### config.mk
export PLATFORM = sky130hd
export DESIGN_NAME = fp_addsub_pipe
export DESIGN_NICKNAME = d
export VERILOG_FILES = /design/src/rtl/fp_addsub_pipe.sv
export SDC_FILE = /design/constraint.sdc
export NUM_CORES = 1
export LEC_CHECK = 0
export CAP_MARGIN = 20
export CORE_ASPECT_RATIO = 0.8
export CORE_MARGIN = 5
export CORE_UTILIZATION = 60
export CTS_BUF_LIST = sky130_fd_sc_hd__clkbuf_2
export CTS_CLUSTER_SIZE = 16
export DETAILED_ROUTE_END_ITERATION = 10
export PLACE_DENSITY_LB_ADDON = 0.12
export SYNTH_ARGS = -nofsm -noshare
export SYNTH_HDL_FRONTEND = slang
export SYNTH_SLANG_ARGS = --single-unit
### constraint.sdc
create_clock -name clk -period 47.3 [get_ports clk]
set_input_delay 9.46 -clock clk [delete_from_list [all_inputs] [get_ports clk]]
set_output_delay 9.46 -clock clk [all_outputs]
set_load 0.01 [all_outputs]
### src/rtl/fp_addsub_pipe.sv
// fp_addsub_pipe: 3-stage pipelined IEEE-754 style add/sub with RNE,
// special values, exception flags and a stalling valid/ready handshake.
module fp_addsub_pipe #(
  parameter int EXP_W = 8,
  parameter int MAN_W = 23,
  parameter int XLEN  = 1 + EXP_W + MAN_W
) (
  input  logic            clk,
  input  logic            rst_n,
  input  logic            in_valid,
  output logic            in_ready,
  input  logic [XLEN-1:0] a,
  input  logic [XLEN-1:0] b,
  input  logic            op,
  output logic            out_valid,
  input  logic            out_ready,
  output logic [XLEN-1:0] result,
  output logic            overflow,
  output logic            underflow,
  output logic            invalid,
  output logic            inexact
);
  localparam int SW  = MAN_W + 4;
  localparam int LZW = $clog2(MAN_W + 5);
  localparam int EW  = ((EXP_W > LZW) ? EXP_W : LZW) + 2;
  localparam logic [EXP_W-1:0] EMAX = '1;
  localparam logic signed [EW-1:0] EMAX_S = EW'(EMAX);
  localparam logic [XLEN-1:0] QNAN =
    {1'b0, EMAX, 1'b1, {(MAN_W-1){1'b0}}};

  typedef struct packed {
    logic             sgn;
    logic             sub;
    logic [EXP_W-1:0] exp;
    logic [SW-1:0]    ma;
    logic [SW-1:0]    mb;
    logic             spc;
    logic             inv;
    logic [XLEN-1:0]  sres;
  } s1_t;

  typedef struct packed {
    logic             sgn;
    logic [EXP_W-1:0] exp;
    logic [SW:0]      sum;
    logic             spc;
    logic             inv;
    logic [XLEN-1:0]  sres;
  } s2_t;

  logic r_v1, r_v2;
  s1_t  r_s1;
  s2_t  r_s2;
  logic w_adv;

  assign w_adv    = !(out_valid && !out_ready);
  assign in_ready = w_adv;

  logic [EXP_W-1:0]   w_ea, w_eb, w_el, w_es, w_diff;
  logic [MAN_W-1:0]   w_fa, w_fb, w_fl, w_fs;
  logic               w_sa, w_sb, w_za, w_zb, w_zs;
  logic               w_ia, w_ib, w_na, w_nb, w_swap;
  logic [2*MAN_W+2:0] w_ext;
  s1_t                w_s1;

  assign w_sa   = a[XLEN-1];
  assign w_sb   = b[XLEN-1] ^ op;
  assign w_ea   = a[XLEN-2 -: EXP_W];
  assign w_eb   = b[XLEN-2 -: EXP_W];
  assign w_za   = (w_ea == '0);
  assign w_zb   = (w_eb == '0);
  assign w_fa   = w_za ? '0 : a[MAN_W-1:0];
  assign w_fb   = w_zb ? '0 : b[MAN_W-1:0];
  assign w_ia   = (w_ea == EMAX) && (w_fa == '0);
  assign w_ib   = (w_eb == EMAX) && (w_fb == '0);
  assign w_na   = (w_ea == EMAX) && (w_fa != '0);
  assign w_nb   = (w_eb == EMAX) && (w_fb != '0);
  assign w_swap = {w_eb, w_fb} > {w_ea, w_fa};
  assign w_el   = w_swap ? w_eb : w_ea;
  assign w_es   = w_swap ? w_ea : w_eb;
  assign w_fl   = w_swap ? w_fb : w_fa;
  assign w_fs   = w_swap ? w_fa : w_fb;
  assign w_zs   = w_swap ? w_za : w_zb;
  assign w_diff = w_el - w_es;
  // low MAN_W bits of the shifted window collapse into sticky
  assign w_ext  = {~w_zs, w_fs, {(MAN_W+2){1'b0}}} >> w_diff;

  always_comb begin
    w_s1      = '0;
    w_s1.sgn  = w_swap ? w_sb : w_sa;
    w_s1.sub  = w_sa ^ w_sb;
    w_s1.exp  = w_el;
    w_s1.ma   = {1'b1, w_fl, 3'b000};
    if (32'(w_diff) >= 32'(MAN_W + 3))
      w_s1.mb = {{(SW-1){1'b0}}, ~w_zs};
    else
      w_s1.mb = {w_ext[2*MAN_W+2 -: MAN_W+3], |w_ext[MAN_W-1:0]};
    w_s1.spc  = 1'b1;
    w_s1.sres = QNAN;
    if (w_na || w_nb)
      w_s1.inv = 1'b1;
    else if (w_ia && w_ib && (w_sa != w_sb))
      w_s1.inv = 1'b1;
    else if (w_ia)
      w_s1.sres = a;
    else if (w_ib)
      w_s1.sres = {w_sb, b[XLEN-2:0]};
    else if (w_za && w_zb)
      w_s1.sres = {w_sa & w_sb, {(XLEN-1){1'b0}}};
    else if (w_za)
      w_s1.sres = {w_sb, b[XLEN-2:0]};
    else if (w_zb)
      w_s1.sres = a;
    else
      w_s1.spc = 1'b0;
  end

  s2_t w_s2;

  always_comb begin
    w_s2      = '0;
    w_s2.sgn  = r_s1.sgn;
    w_s2.exp  = r_s1.exp;
    w_s2.sum  = r_s1.sub ? ({1'b0, r_s1.ma} - {1'b0, r_s1.mb})
                         : ({1'b0, r_s1.ma} + {1'b0, r_s1.mb});
    w_s2.spc  = r_s1.spc;
    w_s2.inv  = r_s1.inv;
    w_s2.sres = r_s1.sres;
  end

  logic [LZW-1:0]        w_lz;
  logic                  w_found;
  logic [SW-1:0]         w_norm;
  logic signed [EW-1:0]  w_en, w_ef;
  logic                  w_inc;
  logic [MAN_W+1:0]      w_mr;
  logic [MAN_W-1:0]      w_mf;
  logic [XLEN-1:0]       w_res;
  logic                  w_ovf, w_unf, w_inv, w_inx;

  always_comb begin
    w_lz    = '0;
    w_found = 1'b0;
    for (int i = SW - 1; i >= 0; i--) begin
      if (!w_found) begin
        if (r_s2.sum[i]) w_found = 1'b1;
        else             w_lz    = w_lz + LZW'(1);
      end
    end
    if (r_s2.sum[SW]) begin
      w_norm = {r_s2.sum[SW:2], |r_s2.sum[1:0]};
      w_en   = EW'(r_s2.exp) + EW'(1);
    end else begin
      w_norm = r_s2.sum[SW-1:0] << w_lz;
      w_en   = EW'(r_s2.exp) - EW'(w_lz);
    end
    w_inc = w_norm[2] & (w_norm[1] | w_norm[0] | w_norm[3]);
    w_mr  = {1'b0, w_norm[SW-1:3]} + (MAN_W+2)'(w_inc);
    w_ef  = w_en + EW'(w_mr[MAN_W+1]);
    w_mf  = w_mr[MAN_W+1] ? w_mr[MAN_W:1] : w_mr[MAN_W-1:0];
    w_res = {r_s2.sgn, w_ef[EXP_W-1:0], w_mf};
    w_ovf = 1'b0;
    w_unf = 1'b0;
    w_inv = 1'b0;
    w_inx = |w_norm[2:0];
    if (r_s2.spc) begin
      w_res = r_s2.sres;
      w_inv = r_s2.inv;
      w_inx = 1'b0;
    end else if (r_s2.sum == '0) begin
      w_res = '0;
      w_inx = 1'b0;
    end else if (w_ef >= EMAX_S) begin
      w_res = {r_s2.sgn, EMAX, {MAN_W{1'b0}}};
      w_ovf = 1'b1;
      w_inx = 1'b1;
    end else if (w_ef[EW-1] || (w_ef == '0)) begin
      w_res = {r_s2.sgn, {(XLEN-1){1'b0}}};
      w_unf = 1'b1;
      w_inx = 1'b1;
    end
  end

  always_ff @(posedge clk or negedge rst_n) begin
    if (!rst_n) begin
      r_v1      <= 1'b0;
      r_v2      <= 1'b0;
      out_valid <= 1'b0;
      r_s1      <= '0;
      r_s2      <= '0;
      result    <= '0;
      overflow  <= 1'b0;
      underflow <= 1'b0;
      invalid   <= 1'b0;
      inexact   <= 1'b0;
    end else if (w_adv) begin
      r_v1      <= in_valid;
      r_v2      <= r_v1;
      out_valid <= r_v2;
      r_s1      <= w_s1;
      r_s2      <= w_s2;
      result    <= r_v2 ? w_res : '0;
      overflow  <= r_v2 & w_ovf;
      underflow <= r_v2 & w_unf;
      invalid   <= r_v2 & w_inv;
      inexact   <= r_v2 & w_inx;
    end
  end

endmodule

==> results_dict.tcl, run 1 <==
set metrics [dict create \
    status "completed" \
    synth.top_cell.area_share_pct 25.7 \
    vdd_drop_max_mv 0.0411 \
    finalSetupTns_ps 0 \
    leakagePower_nw 9.87 \
    cts_root_buffer "clkbuf_2" \
    worst_hold_slack_ps 470 \
    dieArea_um2 37000 \
    design.core.area_um2 32700 \
    grt_pass1_wl_um 102000 \
    rsz0062_at_grt "false" \
    clk_latency_ps 880 \
    synth.area.top_cells "dfrtp_1, nand2_1, ha_1" \
    hold_violations 0 \
    fmax_mhz 47.9 \
    grt_max_degree 115 \
    cts_tree "yes" \
    wl_per_cell_um 21.1 \
    ys.flop_type "dfrtp_1" \
    fin_nets 2810 \
    track_usage_pct 34.0 \
    reg2reg_to "result[3]$_DFFE_PN0N_" \
    placed_cell_area_um2 21100 \
    syn-num-nets 2785 \
    setup_violations 0 \
    dieWidth_um 214 \
    slew-limit-headroom_pct 22.8 \
    fin_ws_ps 26400 \
    grt-ovfl-total 0 \
    maxCapViolations 0 \
    grt_pass1_vias 18500 \
    drc 0 \
    synth_cell_type_count 107 \
    cpPeakStageDelay_ps 620 \
    dr_total_vias 20200 \
    hp-class "reg -> reg" \
    gp_congestion 1.02 \
    rows 59 \
    arrival_ps 11440 \
    period_minus_slack_ps 20900 \
    synth_common_cells "nand2_1, nor2_1, dfrtp_1" \
    hold_end "r_s2[33]$_DFFE_PN0N_" \
    syn_inst 2600 \
    die_height_um 173 \
    min_path_cells 2 \
    pin_count 107 \
    finClkSkew_ps 69.9 \
    antenna_left 0 \
    start_util_pct 61.0 \
    cts.path.max_buffers 3 \
    p_total_mw 1.08 \
    ys_ff_latch 205 \
    cts_resized 0 \
    cts.htree.levels 2 \
    power.density_nw_per_um2 50.0 \
    rr_startpoint "r_s2[58]$_DFFE_PN0N_" \
    cts_setup_buffers 0 \
    yosysTopAreaCell "dfrtp_1" \
    portBuffers 106 \
    syn-cell-area_um2 20000 \
    antenna_found_initial 3 \
    dp_hpwl_um 49600 \
    stdcell_area_um2 21600 \
    critPathKind "in -> out" \
    yosysMostFrequentCell "nand2_1" \
    synth_edf_count 0 \
    synth-seq-area-share_pct 25.7 \
    crit_buf_inv 4 \
    dr.pass1.iters 6 \
    vias_per_cell 6.52 \
    hp-start "r_s1[33]$_DFFE_PN0N_" \
    ctsHoldBuffers 0 \
    r2r_setup_slack_ps 27480 \
    cpMostUsedCell "clkdlybuf4s50_1" \
    path_clk_slew_ps 110 \
    cts_buffers 51 \
    wl_um 65200 \
    period_share_pct 44.2 \
    cp_max_fo 31 \
    cp_cell_sequence "clkdlybuf4s50_1 -> nor2b_4 -> buf_4 -> clkinv_2 -> clkdlybuf4s50_1" \
    syn_to_final_growth_pct 8.16 \
    critPathSlowestCell "clkdlybuf4s50_1" \
    drive_above_1_share_pct 7.85 \
    path_delay_family "buffers and inverters" \
    cp.required_ps 37840 \
    yosys_warnings 0 \
    dp_worst_setup_slack_ps 26430 \
    reg2regPathDepth 78 \
    drv_slew 0 \
    max_slew.worst_pin.slew_ps 1140 \
    syn_area_per_cell_um2 7.67 \
    end_kind "output pin" \
    drt_iter0_drc 2555 \
    start_kind "input port" \
    clock_sinks 205 \
    async_flop_share_pct 100 \
]
flip-flops by register name, summed over array words and instances, names as in the netlist:
| signal | count |
|---|---|
| r_s1 | 95 |
| r_s2 | 71 |
| result | 32 |
| inexact | 1 |
| invalid | 1 |
| out_valid | 1 |
| overflow | 1 |
| r_v1 | 1 |
| r_v2 | 1 |
| underflow | 1 |
routing by layer:
metal / global-route usage (%) / part of all wire (%) / vias up
met4: 8.19 / 2.6 / 4
met5: 0 / 0.034 / -
met2: 47.1 / 41 / 1113
li1: - / - / 9362
met3: 8.44 / 12 / 146
met1: 53.0 / 45 / 9539
worst max path at each step:
stage                                 end                 start  cells past startpoint
finish                           in_ready             out_ready                      5
global route        result[3]$_DFFE_PN0N_  r_s2[57]$_DFFE_PN0N_                     81
global placement                 in_ready             out_ready                      5
CTS                              in_ready             out_ready                      5
detailed placement               in_ready             out_ready                      5
floorplan                        in_ready             out_ready                      4
where the power goes:
part / total [mW] / leakage, nW / switching [mW] / internal (mW)
logic: 0.669 / 6.93 / 0.407 / 0.262
registers: 0.292 / 2.60 / 0.0781 / 0.214
clock network: 0.118 / 0.342 / 0.0754 / 0.0426
per-stage QoR:
stage                     instances  utilization, %
after floorplan                2600               -
after global placement         2997            64.6
after detailed placement       2998            64.6
after CTS                      3089            66.0
after global routing           3091            66.0
final                          3091            66.0
cell type report:
| cell class | instances | area [µm²] |
|---|---|---|
| multi-input cells | 2085 | 13600 |
| well taps | 427 | 534 |
| repair buffers | 134 | 1280 |
| clock buffers | 75 | 375 |
| inverters | 148 | 557 |
| fillers | 2900 | 11100 |
| clock inverters | 16 | 71.3 |
| diodes | 1 | 2.50 |
| flip-flops and latches | 205 | 5130 |
worst register-to-register path: cells and delay by family (launching register included):
family,cells,cell delay (ps)
AO/OA/AOI/OAI,23,6290
XOR/XNOR,2,640
adder cells (fa/ha/maj),16,4810
buffers and inverters,3,650
flip-flops,1,720
multiplexers,7,1710
AND/OR/NAND/NOR,27,4900
logic make-up (layout without fill, tap and decap cells):
group           count (synthesis)  count (layout)  share of synthesized area (%)
xor+xnor                      127             127                           6.82
compound gates                700             700                           22.9
mux                           134             134                           7.74
simple gates                 1002            1002                           23.1
other cells                     0               1                              0
buf+inv                       310             373                           6.05
flops                         205             205                           25.7
fa+ha+maj                     122             122                           7.65
placed cells by master (no fill, tap or decap), types with 11 or more instances in the layout:
cell and instances:
a21oi_1 168, ha_1 114, o21a_1 20, inv_1 143, nand4_1 35, mux2i_1 89, clkdlybuf4s50_1 105, dfrtp_1 204
o31ai_1 25, o21ai_0 171, or3_1 11, a22o_1 34, a21o_1 20, nor3_1 73, nor2_1 212, nor2b_1 27
a31oi_1 44, o22ai_1 20, xnor3_1 12, and2_1 17, buf_4 26, clkbuf_2 75, o21ai_1 12, nor4_1 27
or2_2 11, xnor2_1 72, a211oi_1 31, clkinv_1 14, nand2b_1 21, o211ai_1 17, and3_1 22, o21bai_1 16
xor2_1 33, mux4_2 13, a22oi_1 16, nand2_1 442, mux2_2 31, nand3_1 53
Note: power is estimated with default switching activity, not from simulation.
==> run 2, diff against run 1 <==
- CORE_UTILIZATION: 60 -> 57
- clock period: 47.3 -> 17.9 ns (I/O delays scaled with it)
==> run 2 against run 1 <==
- global-route usage is 0.050 points lower
- first-iteration DRC count is 3.0% higher
- worst hold slack better by 4.4 ps
- final cell count is 2.1% higher
- largest cell class unchanged
- highest routed layer is now met4
- sequential cell count stayed put
- non-clock buffer count is 23 higher
- design area is 1.9% higher
==> results_dict.tcl, run 2 (synthesis results as in run 1) <==
set metrics [dict create \
    rows 61 \
    cpPeakStageDelay_ps 480 \
    dieArea_um2 38900 \
    clock_sinks 205 \
    top_regs "r_s1 (95), r_s2 (71), result (32)" \
    vdd_drop_max_mv 0.0972 \
    slew-limit-headroom_pct 26.8 \
    drv_slew 0 \
    ctsHoldBuffers 0 \
    top_register "r_s1" \
    fin_nets 2834 \
    track_usage_pct 34.0 \
    cts_buffers 51 \
    swShare_pct 51.4 \
    wl_per_cell_um 21.7 \
    cp_max_fo 16 \
    cpMostUsedCell "ha_1" \
    grt_pass1_vias 18300 \
    setup_violations 0 \
    cts_tree "yes" \
    critPathSlowestCell "or4_4" \
    pin_count 107 \
    regArea_um2 5130 \
    period_share_pct 94.0 \
    antenna_found_initial 1 \
    clk_latency_ps 870 \
    cts_root_buffer "clkbuf_2" \
    hp-class "reg -> reg" \
    largest_register_ffs 95 \
    cp.required_ps 18660 \
    end_kind "flip-flop" \
    status "completed" \
    seq_power_share_pct 26.1 \
    maxCapViolations 0 \
    period_minus_slack_ps 16830 \
    grt_max_degree 109 \
    grt-ovfl-total 0 \
    dp_hpwl_um 52300 \
    power.density_nw_per_um2 135 \
    reg2regPathDepth 82 \
    n_fill_cell 3175 \
    instances_no_fill 3156 \
    path_clk_slew_ps 120 \
    critPathKind "reg -> reg" \
    p_int_mw 1.44 \
    combPwrFrac_pct 62.1 \
    reg2reg_to "result[7]$_DFFE_PN0N_" \
    gp_congestion 1.01 \
    drc 0 \
    start_kind "flip-flop" \
    start_util_pct 57.6 \
    dr_total_vias 20200 \
    critPathLaunch "r_s2[59]$_DFFE_PN0N_" \
    wl_um 68500 \
    die_height_um 177 \
    dp_worst_setup_slack_ps -2.25 \
    drive_above_1_share_pct 9.28 \
    final_common_cell "nand2_1" \
    clkPwrFrac_pct 11.8 \
    max_slew.worst_pin.slew_ps 1090 \
    final_cell_mix "nand2_1, nor2_1, dfrtp_1, o21ai_0, a21oi_1" \
    rr_startpoint "r_s2[59]$_DFFE_PN0N_" \
    fmax_mhz 59.4 \
    arrival_ps 17600 \
    endpoint "result[7]$_DFFE_PN0N_" \
    cts.htree.levels 2 \
    multi_input_area_um2 13700 \
    antenna_left 0 \
    drt_iter0_drc 2632 \
    vias_per_cell 6.41 \
    switchingPower_mw 1.53 \
    r2r_setup_slack_ps 1070 \
    dr.pass1.iters 6 \
    cts.path.max_buffers 3 \
    hold_violations 0 \
    dieWidth_um 219 \
    finClkSkew_ps 55.8 \
    portBuffers 106 \
    design.core.area_um2 34700 \
    fin_ws_ps 1070 \
    placed_cells 3050 \
    syn_to_final_growth_pct 10.2 \
    grt_pass1_wl_um 105000 \
    leakagePower_nw 10.1 \
]
run 2: changes by cell type in the layout (fill, tap and decap cells not counted), moves of 3 or more:
cell / change
dfrtp_1: -3
dfrtp_2: +3
clkbuf_2: -3
bufinv_16: +3
buf_4: +20
run 2: worst min-delay path by stage:
stage / from / end / slack, ps / cells past startpoint
floorplan: r_s2[3]$_DFFE_PN0N_ / r_s2[3]$_DFFE_PN0N_ / 430 / 2
global placement: inexact$_DFFE_PN0N_ / inexact$_DFFE_PN0N_ / 450 / 2
detailed placement: r_v1$_DFFE_PN0N_ / r_v1$_DFFE_PN0N_ / 460 / 2
CTS: r_v1$_DFFE_PN0N_ / r_v1$_DFFE_PN0N_ / 480 / 2
global route: r_s2[25]$_DFFE_PN0N_ / r_s2[25]$_DFFE_PN0N_ / 500 / 2
finish: r_s1[32]$_DFFE_PN0N_ / r_s2[32]$_DFFE_PN0N_ / 470 / 2
run 2: per-layer routing:
metal  track usage (%)  wire length (µm)
met1              52.4             31200
met3              8.90              8070
met4              6.98              1350
met5                 0                 0
met2              47.8             27900
run 2: timing repair:
item | CTS | global route
cloned | 0 | 1
setup buffers | 0 | 13
endpoints found under the hold margin | 0 | 0
pin swaps | 0 | 7
gates resized for setup | 1 | 27
setup endpoints to repair | 1 | 34
run 2: final cells by class:
type                    count  share of cell area, %
multi-input cells        2085                   62.4
repair buffers            157                   6.69
clock buffers              72                   1.64
well taps                 472                   2.68
flip-flops and latches    205                   23.3
clock inverters            15                  0.626
diodes                      1                 0.0114
inverters                 148                   2.59
repair inverters            1                 0.0228
run 2: power groups by stage:
stage / Sequential, mW / Clock (mW) / Combinational [mW]
3_3_place_gp: 0.770 / 0 / 1.73
6_report: 0.775 / 0.351 / 1.85
2_1_floorplan: 0.647 / 0 / 1.32
3_5_place_dp: 0.774 / 0 / 1.75
4_1_cts: 0.764 / 0.357 / 1.76
5_1_grt: 0.784 / 0.386 / 2.01
run 2: critical path, delay by kind of cell, from the launching register on:
family / cells / cell delay, ps
buffers and inverters: 6 / 1000
xor gates and xnor gates: 2 / 430
muxes: 7 / 1580
AOI/OAI and AO/OA: 24 / 4270
adders and majority gates: 16 / 4780
and+or+nand+nor: 27 / 4210
DFF: 1 / 470
run 2: per-stage QoR:
stage	setup TNS (ps)	cell area [µm²]	util [%]	power [mW]	hold slack, ps
floorplan	0	20000	-	1.97	431
global placement	0	21200	61.3	2.50	452
detailed placement	-2.25	21200	61.3	2.53	456
CTS	0	21700	62.7	2.88	478
global route	-483	22000	63.5	3.18	502
finish	0	22000	63.5	2.97	474
